## config.mk

```make
export PLATFORM = sky130hd
export DESIGN_NAME = kvs_req_arb_flat
export DESIGN_NICKNAME = d
export VERILOG_FILES = /design/src/rtl/kvs_arb_pkg.sv /design/src/rtl/kvs_req_arb_if.sv /design/src/rtl/kvs_req_arb_rr_arbiter.sv /design/src/rtl/kvs_req_arb.sv /design/src/flat_wrapper.sv
export SDC_FILE = /design/constraint.sdc
export NUM_CORES = 1
export LEC_CHECK = 0
export BUFFER_PORTS_ARGS = -buffer_cell sky130_fd_sc_hd__buf_4
export CORE_AREA = 2 2 183 185
export DETAILED_ROUTE_END_ITERATION = 7
export DIE_AREA = 0 0 185 187
export HOLD_SLACK_MARGIN = 0.08
export REMOVE_ABC_BUFFERS = 1
export SKIP_LAST_GASP = 1
export SYNTH_ARGS = -nofsm -noshare
export SYNTH_HDL_FRONTEND = slang
export SYNTH_SLANG_ARGS = --single-unit
```

## constraint.sdc

```tcl
create_clock -name clk -period 3.5 [get_ports clk]
set_input_delay 0.525 -clock clk [delete_from_list [all_inputs] [get_ports clk]]
set_output_delay 0.525 -clock clk [all_outputs]
set_load 0.005 [all_outputs]
```

## src/rtl/kvs_arb_pkg.sv

```systemverilog
// kvs_req_arb shared types: op codes, arbiter FSM states, in-flight tag.
// Optional stats outputs are enabled with `define KVS_ARB_STATS_EN.
package kvs_arb_pkg;

    typedef enum logic [1:0] {
        OP_LOOKUP = 2'd0,
        OP_INSERT = 2'd1,
        OP_UPDATE = 2'd2,
        OP_DELETE = 2'd3
    } kvs_op_e;

    typedef enum logic {
        IDLE = 1'b0,
        MOD  = 1'b1
    } arb_state_e;

    // Tag id field sized for the largest supported client count.
    localparam int MAX_CLIENTS = 16;
    localparam int CID_W       = $clog2(MAX_CLIENTS);

    typedef struct packed {
        logic             pend;
        logic [CID_W-1:0] client_id;
    } tag_t;

endpackage

```

## src/rtl/kvs_req_arb_if.sv

```systemverilog
// Client request/response bundle plus the kvs core port, as seen by
// the arbiter (slave) and by whatever drives it (master).
interface kvs_req_arb_if #(
    parameter int NUM_CLIENTS = 4,
    parameter int KEY_BITS    = 32,
    parameter int VAL_BITS    = 32
);
    logic [NUM_CLIENTS-1:0]          req_valid;
    logic [NUM_CLIENTS-1:0]          req_ready;
    logic [2*NUM_CLIENTS-1:0]        req_op;
    logic [KEY_BITS*NUM_CLIENTS-1:0] req_key;
    logic [VAL_BITS*NUM_CLIENTS-1:0] req_value;
    logic [NUM_CLIENTS-1:0]          rsp_valid;
    logic                            rsp_hit;
    logic [VAL_BITS-1:0]             rsp_value;
    logic                            kvs_insert;
    logic                            kvs_busy;
    logic [KEY_BITS-1:0]             kvs_ins_key;
    logic [VAL_BITS-1:0]             kvs_ins_value;
    logic                            kvs_lookup;
    logic [KEY_BITS-1:0]             kvs_key;
    logic                            kvs_modify;
    logic                            kvs_del;
    logic [VAL_BITS-1:0]             kvs_mod_value;
    logic                            kvs_valid;
    logic [VAL_BITS-1:0]             kvs_res;

    modport master (
        output req_valid, req_op, req_key, req_value,
        output kvs_busy, kvs_valid, kvs_res,
        input  req_ready, rsp_valid, rsp_hit, rsp_value,
        input  kvs_insert, kvs_ins_key, kvs_ins_value,
        input  kvs_lookup, kvs_key,
        input  kvs_modify, kvs_del, kvs_mod_value
    );

    modport slave (
        input  req_valid, req_op, req_key, req_value,
        input  kvs_busy, kvs_valid, kvs_res,
        output req_ready, rsp_valid, rsp_hit, rsp_value,
        output kvs_insert, kvs_ins_key, kvs_ins_value,
        output kvs_lookup, kvs_key,
        output kvs_modify, kvs_del, kvs_mod_value
    );
endinterface

```

## src/rtl/kvs_req_arb_rr_arbiter.sv

```systemverilog
// Round-robin arbiter: combinational one-hot grant starting after the
// last winner; pointer moves to the winner when adv_i is strobed.
module rr_arbiter #(
    parameter int N = 4
) (
    input  logic         clk,
    input  logic         rst_n,
    input  logic [N-1:0] req_i,
    input  logic         adv_i,
    output logic [N-1:0] gnt_o
);
    localparam int IW = (N > 1) ? $clog2(N) : 1;

    logic [IW-1:0] ptr_q, ptr_d;

    // Scan farthest-first so the nearest requester after ptr_q wins last.
    always_comb begin
        gnt_o = '0;
        ptr_d = ptr_q;
        for (int k = N; k >= 1; k--) begin
            for (int i = 0; i < N; i++) begin
                if (req_i[i] && ((int'(ptr_q) + k) % N) == i) begin
                    gnt_o    = '0;
                    gnt_o[i] = 1'b1;
                    ptr_d    = IW'(i);
                end
            end
        end
    end

    always_ff @(posedge clk or negedge rst_n) begin
        if (!rst_n) begin
            ptr_q <= IW'(N - 1);
        end else if (adv_i && |gnt_o) begin
            ptr_q <= ptr_d;
        end
    end

endmodule

```

## src/rtl/kvs_req_arb.sv

```systemverilog
// Multi-client round-robin front end for the kvs hashmap core.
// `define KVS_ARB_STATS_EN adds stat_hits/stat_misses counters.
module kvs_req_arb
    import kvs_arb_pkg::*;
#(
    parameter int NUM_CLIENTS = 4,
    parameter int KEY_BITS    = 32,
    parameter int VAL_BITS    = 32,
    parameter int LOOKUP_LAT  = 4
) (
    input  logic          clk,
    input  logic          rst_n,
    kvs_req_arb_if.slave  bus
`ifdef KVS_ARB_STATS_EN
    ,
    output logic [31:0]   stat_hits,
    output logic [31:0]   stat_misses
`endif
);
    localparam int IW = (NUM_CLIENTS > 1) ? $clog2(NUM_CLIENTS) : 1;

    arb_state_e           state_q, state_d;
    kvs_op_e              op_q, op_d;
    logic [VAL_BITS-1:0]  val_q, val_d;
    tag_t                 tag_q [LOOKUP_LAT];
    tag_t                 tag_out;

    logic [NUM_CLIENTS-1:0] elig, gnt;
    logic                   fire, ins, lk;
    kvs_op_e                win_op;
    logic [KEY_BITS-1:0]    win_key;
    logic [VAL_BITS-1:0]    win_val;
    logic [IW-1:0]          win_id;

    // Inserts are held off while the core is busy; nothing wins in reset.
    always_comb begin
        elig = '0;
        for (int i = 0; i < NUM_CLIENTS; i++) begin
            elig[i] = rst_n && (state_q == IDLE) && bus.req_valid[i]
                      && !((bus.req_op[2*i +: 2] == OP_INSERT) && bus.kvs_busy);
        end
    end

    rr_arbiter #(.N(NUM_CLIENTS)) u_rr (
        .clk   (clk),
        .rst_n (rst_n),
        .req_i (elig),
        .adv_i (fire),
        .gnt_o (gnt)
    );

    always_comb begin
        win_op  = OP_LOOKUP;
        win_key = '0;
        win_val = '0;
        win_id  = '0;
        for (int i = 0; i < NUM_CLIENTS; i++) begin
            if (gnt[i]) begin
                win_op  = kvs_op_e'(bus.req_op[2*i +: 2]);
                win_key = bus.req_key[KEY_BITS*i +: KEY_BITS];
                win_val = bus.req_value[VAL_BITS*i +: VAL_BITS];
                win_id  = IW'(i);
            end
        end
    end

    assign fire = |gnt;
    assign ins  = fire && (win_op == OP_INSERT);
    assign lk   = fire && (win_op != OP_INSERT);

    assign bus.req_ready     = gnt;
    assign bus.kvs_insert    = ins;
    assign bus.kvs_ins_key   = ins ? win_key : '0;
    assign bus.kvs_ins_value = ins ? win_val : '0;
    assign bus.kvs_lookup    = lk;
    assign bus.kvs_key       = lk ? win_key : '0;
    assign bus.kvs_modify    = (state_q == MOD) && (op_q == OP_UPDATE);
    assign bus.kvs_del       = (state_q == MOD) && (op_q == OP_DELETE);
    assign bus.kvs_mod_value = (state_q == MOD) ? val_q : '0;

    always_comb begin
        state_d = state_q;
        op_d    = op_q;
        val_d   = val_q;
        unique case (state_q)
            IDLE: begin
                if (lk && (win_op == OP_UPDATE || win_op == OP_DELETE)) begin
                    state_d = MOD;
                    op_d    = win_op;
                    val_d   = win_val;
                end
            end
            MOD:     state_d = IDLE;
            default: state_d = IDLE;
        endcase
    end

    always_ff @(posedge clk or negedge rst_n) begin
        if (!rst_n) begin
            state_q <= IDLE;
            op_q    <= OP_LOOKUP;
            val_q   <= '0;
        end else begin
            state_q <= state_d;
            op_q    <= op_d;
            val_q   <= val_d;
        end
    end

    always_ff @(posedge clk or negedge rst_n) begin
        if (!rst_n) begin
            for (int i = 0; i < LOOKUP_LAT; i++) tag_q[i] <= '0;
        end else begin
            tag_q[0].pend      <= lk;
            tag_q[0].client_id <= CID_W'(win_id);
            for (int i = 1; i < LOOKUP_LAT; i++) tag_q[i] <= tag_q[i-1];
        end
    end

    assign tag_out = tag_q[LOOKUP_LAT-1];

    always_comb begin
        for (int i = 0; i < NUM_CLIENTS; i++) begin
            bus.rsp_valid[i] = tag_out.pend && (tag_out.client_id == CID_W'(i));
        end
    end

    assign bus.rsp_hit   = tag_out.pend && bus.kvs_valid;
    assign bus.rsp_value = tag_out.pend ? bus.kvs_res : '0;

`ifdef KVS_ARB_STATS_EN
    logic [31:0] hits_q, misses_q;

    always_ff @(posedge clk or negedge rst_n) begin
        if (!rst_n) begin
            hits_q   <= '0;
            misses_q <= '0;
        end else if (tag_out.pend) begin
            if (bus.kvs_valid) hits_q   <= hits_q + 32'd1;
            else               misses_q <= misses_q + 32'd1;
        end
    end

    assign stat_hits   = hits_q;
    assign stat_misses = misses_q;
`endif

endmodule

```

## src/flat_wrapper.sv

```systemverilog
// flat-port wrapper written by rule: the top's interface ports become plain ports
module kvs_req_arb_flat import kvs_arb_pkg::*;
#(
    parameter int NUM_CLIENTS = 4,
    parameter int KEY_BITS    = 32,
    parameter int VAL_BITS    = 32,
    parameter int LOOKUP_LAT  = 4
)
  (clk, rst_n, bus_req_valid, bus_req_op, bus_req_key, bus_req_value, bus_kvs_busy, bus_kvs_valid, bus_kvs_res, bus_req_ready, bus_rsp_valid, bus_rsp_hit, bus_rsp_value, bus_kvs_insert, bus_kvs_ins_key, bus_kvs_ins_value, bus_kvs_lookup, bus_kvs_key, bus_kvs_modify, bus_kvs_del, bus_kvs_mod_value);
  kvs_req_arb_if #(.NUM_CLIENTS(NUM_CLIENTS), .KEY_BITS(KEY_BITS), .VAL_BITS(VAL_BITS)) bus_i ();
  input  logic clk;
  input  logic rst_n;
  input wire logic [$bits(bus_i.req_valid)-1:0] bus_req_valid;
  input wire logic [$bits(bus_i.req_op)-1:0] bus_req_op;
  input wire logic [$bits(bus_i.req_key)-1:0] bus_req_key;
  input wire logic [$bits(bus_i.req_value)-1:0] bus_req_value;
  input wire logic [$bits(bus_i.kvs_busy)-1:0] bus_kvs_busy;
  input wire logic [$bits(bus_i.kvs_valid)-1:0] bus_kvs_valid;
  input wire logic [$bits(bus_i.kvs_res)-1:0] bus_kvs_res;
  output wire logic [$bits(bus_i.req_ready)-1:0] bus_req_ready;
  output wire logic [$bits(bus_i.rsp_valid)-1:0] bus_rsp_valid;
  output wire logic [$bits(bus_i.rsp_hit)-1:0] bus_rsp_hit;
  output wire logic [$bits(bus_i.rsp_value)-1:0] bus_rsp_value;
  output wire logic [$bits(bus_i.kvs_insert)-1:0] bus_kvs_insert;
  output wire logic [$bits(bus_i.kvs_ins_key)-1:0] bus_kvs_ins_key;
  output wire logic [$bits(bus_i.kvs_ins_value)-1:0] bus_kvs_ins_value;
  output wire logic [$bits(bus_i.kvs_lookup)-1:0] bus_kvs_lookup;
  output wire logic [$bits(bus_i.kvs_key)-1:0] bus_kvs_key;
  output wire logic [$bits(bus_i.kvs_modify)-1:0] bus_kvs_modify;
  output wire logic [$bits(bus_i.kvs_del)-1:0] bus_kvs_del;
  output wire logic [$bits(bus_i.kvs_mod_value)-1:0] bus_kvs_mod_value;
  assign bus_i.req_valid = bus_req_valid;
  assign bus_i.req_op = bus_req_op;
  assign bus_i.req_key = bus_req_key;
  assign bus_i.req_value = bus_req_value;
  assign bus_i.kvs_busy = bus_kvs_busy;
  assign bus_i.kvs_valid = bus_kvs_valid;
  assign bus_i.kvs_res = bus_kvs_res;
  assign bus_req_ready = bus_i.req_ready;
  assign bus_rsp_valid = bus_i.rsp_valid;
  assign bus_rsp_hit = bus_i.rsp_hit;
  assign bus_rsp_value = bus_i.rsp_value;
  assign bus_kvs_insert = bus_i.kvs_insert;
  assign bus_kvs_ins_key = bus_i.kvs_ins_key;
  assign bus_kvs_ins_value = bus_i.kvs_ins_value;
  assign bus_kvs_lookup = bus_i.kvs_lookup;
  assign bus_kvs_key = bus_i.kvs_key;
  assign bus_kvs_modify = bus_i.kvs_modify;
  assign bus_kvs_del = bus_i.kvs_del;
  assign bus_kvs_mod_value = bus_i.kvs_mod_value;
  kvs_req_arb #(.NUM_CLIENTS(NUM_CLIENTS), .KEY_BITS(KEY_BITS), .VAL_BITS(VAL_BITS), .LOOKUP_LAT(LOOKUP_LAT)) u_core (.clk(clk), .rst_n(rst_n), .bus(bus_i));
endmodule
```

==> flow_metrics.tcl <==
set metrics [dict create \
    cp_data_arrival_time_ns 2.80 \
    finalSetupViolCount 0 \
    cp_data_required_time_ns 2.97 \
    layout-area-overhead-vs-synth_pct 103 \
    drive_above_1_share_pct 52.5 \
    post-synth-top-area-fraction_pct 26.9 \
    rsz0062_at_grt "true" \
    number_of_cells_on_the_worst_reg_to_reg_path 9 \
    seq_power_share_pct 22.8 \
    skew_ns 0.00398 \
    end_kind "output port" \
    cts-buffers-inserted 5 \
    clock_power_share_pct 13.9 \
    netlist_top_cells_area "sky130_fd_sc_hd__dfrtp_1, sky130_fd_sc_hd__a221oi_1, sky130_fd_sc_hd__nor2_1" \
    cellLeakagePower_nw 4.43 \
    max_h_tree_level 2 \
    place_ws_ns 0.132 \
    drv_slew 0 \
    powerDensity_nw_per_um2 454 \
    number_of_antenna_violations_at_the_first_check_in_global_routing 2 \
    power.net_switching_mw 1.54 \
    critical_path.reg2reg.startpoint "u_core.state_q" \
    synth-async-reset-ratio_pct 100 \
    synthCells 553 \
    syn_area_per_cell_sq_um 7.92 \
    gpl.final_weighted_congestion 0.850 \
    grt_first_pass_wirelength_mm 35.1 \
    postRouteAntennaNets 0 \
    p_total_mw 4.03 \
    largest_net_degree_at_the_start_of_global_routing 46 \
    post-synth-top-area-cell "sky130_fd_sc_hd__dfrtp_1" \
    worst-path-max-fanout 19 \
    post_synth_instance_area_sq_um 4380 \
    multiInputGateArea_sq_um 2810 \
    die_area_sq_um 34600 \
    synth-seq-area-share_pct 28.1 \
    cts.reportedPaths.clkPinSlew_ns 0.06 \
    combPwrFrac_pct 63.4 \
    final_hold_viol_count 0 \
    worstMarginPinSlew_ns 0.864 \
    top_level_ports 477 \
    setup_tns_ns 0 \
    status "finished clean" \
    hpwl_after_detailed_placement_mm 20.2 \
    fin_ws_ns 0.170 \
    drt_iter0_markers 289 \
    slew_headroom_pct 42.4 \
    sequential_cell_area_sq_um 1230 \
    cts_root_buf "sky130_fd_sc_hd__clkbuf_16" \
    min_period_ns 3.33 \
    power.switching_fraction_pct 38.3 \
    nNetsFinal 1327 \
    drc 0 \
    max_freq_ghz 0.300 \
    min_path_type "in -> async" \
    io_buffer_count 476 \
    timing.critical_path.from_type "register" \
    postSynthRegisterBits 49 \
    drv_cap 0 \
    routed_vias_inst 4.26 \
    routed-via-count 6280 \
    grt_overflow_total 0 \
    tritoncts_num_sinks 49 \
    worst_ir_drop_vdd_v 0.000185 \
    synth.distinct_cells 42 \
    drt-total-wl_mm 24.8 \
    synth_flop_cell "sky130_fd_sc_hd__dfrtp_1" \
    cts_max_path_buffers 2 \
    cts_tree "done" \
    fillerInstances 3580 \
    synth.cells.most_frequent "sky130_fd_sc_hd__nor2_1, sky130_fd_sc_hd__and2_1, sky130_fd_sc_hd__a221oi_1" \
    coreArea_sq_um 32900 \
    p_int_mw 2.49 \
    globalRouteTotalUtil_pct 13.2 \
    timing.setup.critical_path_class "reg -> out" \
    post-synth-top-count-cell "sky130_fd_sc_hd__nor2_1" \
    min_period_over_period_pct 95.1 \
    synthesis.yosys.warnings 0 \
    width_of_the_chip_microns 185 \
    synth-edff-count 0 \
    clock_insertion_delay_worst_skew_ns 0.28 \
    die_outline_height_microns 187 \
    num_rows 67 \
    reg2reg_to "u_core.val_q[3]" \
    r2r_setup_slack_ns 0.98 \
    route.detailed.wl_per_inst_microns 16.8 \
    drtPass1Iterations 5 \
    first_global_vias 6250 \
    start_util_pct 13.3 \
]
## final cells by class
class / count / share of cell area, %
clock buffers: 7 / 1.60
repair buffers: 515 / 44.8
diodes: 2 / 0.0563
well taps: 448 / 6.31
flip-flops and latches: 49 / 13.8
inverters: 35 / 1.51
multi-input cells: 417 / 31.6
clock inverters: 1 / 0.338
## how the worst max path moves through the flow
stage / startpoint / endpoint / cells after the start
floorplan: u_core.state_q / bus_kvs_lookup / 7
global placement: bus_kvs_busy / bus_kvs_key[24] / 12
detailed placement: rst_n / bus_kvs_key[3] / 13
CTS: u_core.state_q / bus_kvs_key[3] / 12
global route: u_core.state_q / bus_kvs_ins_value[0] / 9
finish: u_core.state_q / bus_kvs_ins_value[0] / 10
## layer usage
metal	vias to the layer above	part of all wire, %	global-route usage, %
met2	348	51	24.8
met5	-	0	0
met3	27	7.1	1.64
met1	2961	40	15.2
met4	0	2.3	4.64
li1	2944	-	-
## through the flow
stage          utilization [%]  cells  cell area [sq um]  hold WS [ns]
5_1_grt                   27.0   1473               8880         0.196
4_1_cts                   27.0   1472               8870         0.186
3_3_place_gp              26.4   1463               8690         0.333
6_report                  27.0   1474               8890         0.195
3_5_place_dp              26.4   1463               8690         0.335
2_1_floorplan                -    501               4120         0.229
## critical path: stages (launching register included)
cell and delay, ns:
sky130_fd_sc_hd__dfrtp_1 0.42, sky130_fd_sc_hd__nor2b_1 0.13, sky130_fd_sc_hd__buf_4 0.17, sky130_fd_sc_hd__nand3_4 0.12, sky130_fd_sc_hd__a22oi_2 0.26, sky130_fd_sc_hd__o21ai_4 0.11, sky130_fd_sc_hd__a221o_1 0.40, sky130_fd_sc_hd__a31oi_4 0.28
sky130_fd_sc_hd__buf_4 0.33, sky130_fd_sc_hd__nor2_1 0.11, sky130_fd_sc_hd__buf_4 0.15
## registers in the layout, indices dropped and copies added, names as in the netlist
name               count
u_core.u_rr.ptr_q      2
u_core.tag_q           9
u_core.tag_out         3
u_core.state_q         1
u_core.val_q          32
u_core.op_q            2
## power groups by stage
stage	logic [mW]	clock network [mW]	registers, mW
6_report	2.56	0.560	0.918
5_1_grt	2.77	0.613	0.946
4_1_cts	2.58	0.586	0.915
3_5_place_dp	2.56	0	0.924
3_3_place_gp	2.54	0	0.917
2_1_floorplan	1.14	0	0.890
## kinds of logic after synthesis
| kind of cell | share of synthesized area [%] |
|---|---|
| compound gates | 29.3 |
| buf+inv | 8.89 |
| flops | 28.1 |
| mux | 7.31 |
| simple gates | 26.4 |
## cell usage in the layout (no fill, tap or decap), types with 2 or more instances in the layout
cell type                   synthesis  layout
sky130_fd_sc_hd__buf_4              1     505
sky130_fd_sc_hd__nor2_1           135     135
sky130_fd_sc_hd__and2_1            66      66
sky130_fd_sc_hd__a221oi_1          65      65
sky130_fd_sc_hd__dfrtp_1           47      47
sky130_fd_sc_hd__inv_1             33      33
sky130_fd_sc_hd__a22o_1            32      32
sky130_fd_sc_hd__mux2i_1           32      32
sky130_fd_sc_hd__a2bb2oi_1         32      31
sky130_fd_sc_hd__buf_12             0       9
sky130_fd_sc_hd__nand2_1            6       6
sky130_fd_sc_hd__a21oi_1            6       6
sky130_fd_sc_hd__nand3b_1           5       5
sky130_fd_sc_hd__and3_1             5       5
sky130_fd_sc_hd__clkbuf_16          0       5
sky130_fd_sc_hd__and3b_1            3       3
sky130_fd_sc_hd__nand2b_1           3       3
sky130_fd_sc_hd__diode_2            0       2
sky130_fd_sc_hd__nor2b_1            2       2
sky130_fd_sc_hd__a31o_2             2       2
sky130_fd_sc_hd__or3_1              2       2
sky130_fd_sc_hd__nor3b_1            2       2
sky130_fd_sc_hd__dfstp_2            2       2
## repair_timing
item	CTS	global route
endpoints found under the setup margin	0	31
hold buffers	1	0
setup buffers	0	0
gates resized for setup	0	2
endpoints found under the hold margin	2	0
Note: power is estimated with default switching activity, not from simulation.
